## src/rtl/booth_mult_sequencer.sv

```systemverilog
// Sequential radix-4 Booth multiplier: WIDTH x WIDTH signed, low WIDTH bits plus overflow flag.
// Optional MULT_ZERO_BYPASS_EN: a zero operand skips the iterations and goes straight to DONE.
module booth_mult_sequencer #(
  parameter int WIDTH = 32,
  parameter int ITERS = WIDTH / 2,
  parameter int CNT_W = 5
) (
  input  logic             clock,
  input  logic             reset,
  input  logic             ctrl_MULT,
  input  logic [WIDTH-1:0] data_operandA,
  input  logic [WIDTH-1:0] data_operandB,
  output logic [2:0]       current_three_bits,
  input  logic             shift_multiplicand,
  input  logic             do_nothing,
  input  logic [4:0]       ctrl_ALUopcode,
  output logic [WIDTH-1:0] data_result,
  output logic             data_exception,
  output logic             data_resultRDY,
  output logic             busy
);

  typedef enum logic [1:0] {IDLE, RUN, DONE} state_t;

  state_t           state_reg;
  logic [WIDTH+1:0] m_reg;
  logic [WIDTH+1:0] acc_reg;
  logic [WIDTH-1:0] mq_reg;
  logic             q_1_reg;
  logic [CNT_W-1:0] cnt_reg;
  logic [WIDTH-1:0] result_reg;
  logic             exception_reg;
  logic             rdy_reg;
  logic             busy_reg;

  logic [WIDTH+1:0] mx;
  logic [WIDTH+1:0] addend;
  logic [WIDTH+1:0] acc_next;
  logic [WIDTH+1:0] sign_copies;
  logic             sub;
  logic             last_iter;
  logic             zero_op;

`ifdef MULT_ZERO_BYPASS_EN
  assign zero_op = (data_operandA == '0) || (data_operandB == '0);
`else
  assign zero_op = 1'b0;
`endif

  // Product fits in WIDTH bits only if every accumulator bit repeats the low word's sign.
  genvar gi;
  generate
    for (gi = 0; gi < WIDTH + 2; gi++) begin : g_sign
      assign sign_copies[gi] = mq_reg[WIDTH-1];
    end
  endgenerate

  always_comb begin
    mx       = shift_multiplicand ? {m_reg[WIDTH:0], 1'b0} : m_reg;
    addend   = do_nothing ? '0 : mx;
    sub      = (ctrl_ALUopcode == 5'b00001);
    acc_next = sub ? (acc_reg - addend) : (acc_reg + addend);
  end

  assign last_iter          = (cnt_reg == CNT_W'(ITERS - 1));
  assign current_three_bits = {mq_reg[1], mq_reg[0], q_1_reg};
  assign data_result        = result_reg;
  assign data_exception     = exception_reg;
  assign data_resultRDY     = rdy_reg;
  assign busy               = busy_reg;

  always_ff @(posedge clock) begin
    if (reset) begin
      state_reg     <= IDLE;
      m_reg         <= '0;
      acc_reg       <= '0;
      mq_reg        <= '0;
      q_1_reg       <= 1'b0;
      cnt_reg       <= '0;
      result_reg    <= '0;
      exception_reg <= 1'b0;
      rdy_reg       <= 1'b0;
      busy_reg      <= 1'b0;
    end else begin
      rdy_reg <= 1'b0;
      if (ctrl_MULT) begin
        // A start in any state abandons whatever was in flight.
        m_reg     <= {{2{data_operandA[WIDTH-1]}}, data_operandA};
        acc_reg   <= '0;
        mq_reg    <= zero_op ? '0 : data_operandB;
        q_1_reg   <= 1'b0;
        cnt_reg   <= '0;
        state_reg <= zero_op ? DONE : RUN;
        busy_reg  <= !zero_op;
      end else begin
        case (state_reg)
          RUN: begin
            q_1_reg <= mq_reg[1];
            mq_reg  <= {acc_next[1:0], mq_reg[WIDTH-1:2]};
            acc_reg <= {{2{acc_next[WIDTH+1]}}, acc_next[WIDTH+1:2]};
            cnt_reg <= cnt_reg + CNT_W'(1);
            if (last_iter) begin
              state_reg <= DONE;
              busy_reg  <= 1'b0;
            end
          end
          DONE: begin
            result_reg    <= mq_reg;
            exception_reg <= (acc_reg != sign_copies);
            rdy_reg       <= 1'b1;
            state_reg     <= IDLE;
          end
          default: state_reg <= IDLE;
        endcase
      end
    end
  end

endmodule

```

## config.mk

```make
export PLATFORM = sky130hd
export DESIGN_NAME = booth_mult_sequencer
export DESIGN_NICKNAME = d
export VERILOG_FILES = /design/src/rtl/booth_mult_sequencer.sv
export SDC_FILE = /design/constraint.sdc
export NUM_CORES = 1
export LEC_CHECK = 0
export CAP_MARGIN = 20
export CORE_UTILIZATION = 43
export CTS_CLUSTER_DIAMETER = 80
export DETAILED_ROUTE_END_ITERATION = 6
export PLACE_DENSITY = 0.75
export SYNTH_ARGS = -nofsm -noshare
export SYNTH_HDL_FRONTEND = slang
export SYNTH_SLANG_ARGS = --single-unit
```

## constraint.sdc

```tcl
create_clock -name clock -period 13.7 [get_ports clock]
set_clock_uncertainty 0.05 [all_clocks]
set_input_delay 2.74 -clock clock [delete_from_list [all_inputs] [get_ports clock]]
set_output_delay 2.74 -clock clock [all_outputs]
set_load 0.005 [all_outputs]
```

==> run_results.csv <==
group,metric,value,unit
min_path,hp-start,"data_result[14]$_SDFFE_PP0P_",
routing,drc,0,
worst_setup_path,r2r_cells,17,
floorplanning,start_util,0.443,
yosys,synth_cell_types,78,
yosys,syn_nets,1304,
clocking,clock_tree.root_cell,"clkbuf_16",
worst_setup_path,arrival,7.53,ns
final_layout,fill_cells,1887,
worst_setup_path,worstSetupPathType,"in2reg",
floorplanning,ioPinCount,112,
floorplanning,die_h,144,um
run_status,outcome,"finished clean",
worst_setup_path,critPathMaxFanout,57,
routing,wl_per_cell,15.4,um
sta,timing.fmax,139,MHz
sta,setup_slack,6.48,ns
clocking,ctsResizeCount,0,
worst_setup_path,r2r_end,"acc_reg[31]$_SDFFE_PP0P_",
clocking,cts_tree,"yes",
grt,grt_pass1_vias,7685,
routing,routed_wl,23600,um
pwr,p_leak,4.19,nW
final_layout,finalNonFillerCells,1533,
worst_setup_path,reg2reg_slack,9.20,ns
min_path,whs_path_depth,2,
yosys,synth_seq_cells,139,
placement,place_ws,6.11,ns
yosys,synth_area_per_cell,7.29,sq um
worst_setup_path,reg2reg_from,"m_reg[5]$_SDFFE_PP0P_",
pwr,powerDensity,113,nW/um^2
placement,place.gp.congestion,0.885,
yosys,yosysTopAreaCell,"dfxtp_1",
yosys,ys_seq_area_frac,0.320,
final_layout,final_nets,1366,
sta,setup_viol,0,
sta,rsz0062_at_grt,"false",
sta,timing.slew.headroom,0.311,
grt,antenna_found_initial,0,
worst_setup_path,start_kind,"primary input",
job,max_cap_viol_count,0,
grt,grt_overflow,0,
yosys,synth_top_area_frac,0.320,
clocking,worst_skew_pair.late_latency,0.43,ns
clocking,cts_buffer_depth,2,
worst_setup_path,end_kind,"flop",
sta,fin_crit,7.22,ns
final_layout,syn_to_final_growth,20.9,%
final_layout,n_antenna_cell,0,
routing,vias_per_cell,5.61,
min_path,hold_end,"data_result[14]$_SDFFE_PP0P_",
sta,setup_tns,0,ns
yosys,synth_edf_count,0,
routing,final_antenna_net_count,0,
sta,timing.final.crit_share,0.527,
yosys,synth_flop_cell,"dfxtp_1",
final_layout,final_core_util,0.535,
pwr,p_total,1.19,mW
placement,hpwl,16500,um
clocking,cts_made_buffers,17,
sta,report.final.hold_viol_count,0,
yosys,ys_top_cells_by_area,"dfxtp_1, a21oi_1, nand2_1, nor2_1, ha_1",
grt,grt_max_degree,102,
placement,dp.cells,1501,
worst_setup_path,worstPathRequired,14.01,ns
pwr,ir_worst_vdd,0.0827,mV
yosys,async_reset_ff_frac,0,
clocking,clkSinkCount,139,
clocking,htreeDepth,4,
grt,grt_pass1_wl,38000,um
sta,tightest_slew,1.03,ns
clocking,clkTransAtPathRegs,0.07,ns
routing,via_count,8604,
sta,final_max_slew_viol_count,0,
floorplanning,die_w,144,um
floorplanning,coreArea,19700,sq um
routing,first_pass_iters,5,
floorplanning,die_area,20800,sq um
placement,numPortBuffers,111,
yosys,ys.warnings.count,0,
clocking,postCtsHoldBufs,0,
final_layout,drive_above_1_share,0.0591,
yosys,syn_inst,1193,
clocking,post-cts-setup-buffer-count,0,
grt,grt_usage,0.231,
min_path,hold_class,"reg2reg",
floorplanning,rows,51,
yosys,synth_area,8700,sq um
routing,drt_iter0_drc,606,
## metal layers
metal	track usage	vias to the layer above	routed length [um]
met2	0.385	321	11100
met4	0.0687	0	473
met5	0	-	0
met3	0.0447	34	1620
met1	0.301	3972	10400
li1	-	4277	-
## power by group
group / internal (mW) / total (mW) / switching, mW
Clock: 0.279 / 0.482 / 0.203
Combinational: 0.116 / 0.268 / 0.152
Sequential: 0.421 / 0.442 / 0.0211
## metrics by stage
stage	area (sq um)	hold WS, ns
global placement	9890	0.391
CTS	10500	0.405
global route	10500	0.425
floorplan	8700	0.387
finish	10500	0.403
detailed placement	9890	0.396
## worst max-delay path by stage
stage	depth (start not counted)	startpoint	endpoint	slack, ns
detailed placement	19	shift_multiplicand	acc_reg[31]$_SDFFE_PP0P_	6.11
global placement	19	shift_multiplicand	acc_reg[31]$_SDFFE_PP0P_	6.25
CTS	19	shift_multiplicand	acc_reg[31]$_SDFFE_PP0P_	6.53
finish	19	shift_multiplicand	acc_reg[31]$_SDFFE_PP0P_	6.48
floorplan	23	shift_multiplicand	acc_reg[31]$_SDFFE_PP0P_	6.58
global route	19	shift_multiplicand	acc_reg[31]$_SDFFE_PP0P_	6.10
## critical path: stages
cell and delay, ns:
buf_2 0.08, buf_4 0.48, inv_1 0.41, nand3_1 0.21, ha_1 0.26, nand3_1 0.13
or3_1 0.53, o21ai_0 0.27, xor2_1 0.18, ha_1 0.31, a21o_1 0.20, a21o_1 0.18
a21o_1 0.18, nand3_1 0.09, nand3b_1 0.13, or4_1 0.49, o221ai_1 0.19, mux2i_1 0.25
mux2i_1 0.19
## Yosys cell counts, types with 19 or more instances
| cell type | n |
|---|---|
| nand2_1 | 252 |
| ha_1 | 36 |
| a21oi_1 | 193 |
| dfxtp_1 | 139 |
| clkbuf_1 | 53 |
| xor2_1 | 21 |
| nor2_1 | 125 |
| o21ai_0 | 35 |
| inv_1 | 19 |
| mux2i_1 | 44 |
| xnor2_1 | 24 |
| nand3_1 | 19 |
| a21o_1 | 24 |
## cell families (layout without fill, tap and decap cells)
logic type               after synthesis  in the layout  share of synthesized area
flip-flops                           139            139                      0.320
AO/OA/AOI/OAI                        335            335                      0.231
adder cells (fa/ha/maj)               37             37                     0.0541
buffers and inverters                 97            172                     0.0462
AND/OR/NAND/NOR                      496            496                      0.253
XOR/XNOR                              45             45                     0.0453
multiplexers                          44             44                     0.0506
## area by class of cell
class | count | area, sq um | share of cell area
Inverter | 19 | 71.3 | 0.00678
Multi-Input combinational cell | 957 | 5530 | 0.526
Sequential cell | 139 | 2780 | 0.265
Timing Repair Buffer | 121 | 1170 | 0.111
Clock inverter | 15 | 199 | 0.0189
Clock buffer | 17 | 425 | 0.0405
Tap cell | 265 | 332 | 0.0315
## placed cells by master (no fill, tap or decap), types with 24 or more instances in the layout
cell type          n
dfxtp_1          139
mux2i_1           44
a21oi_1          193
nand2_1          252
o21ai_0           35
ha_1              36
nor2_1           125
clkdlybuf4s50_1  107
a21o_1            24
xnor2_1           24
Note: power is estimated with default switching activity, not from simulation.
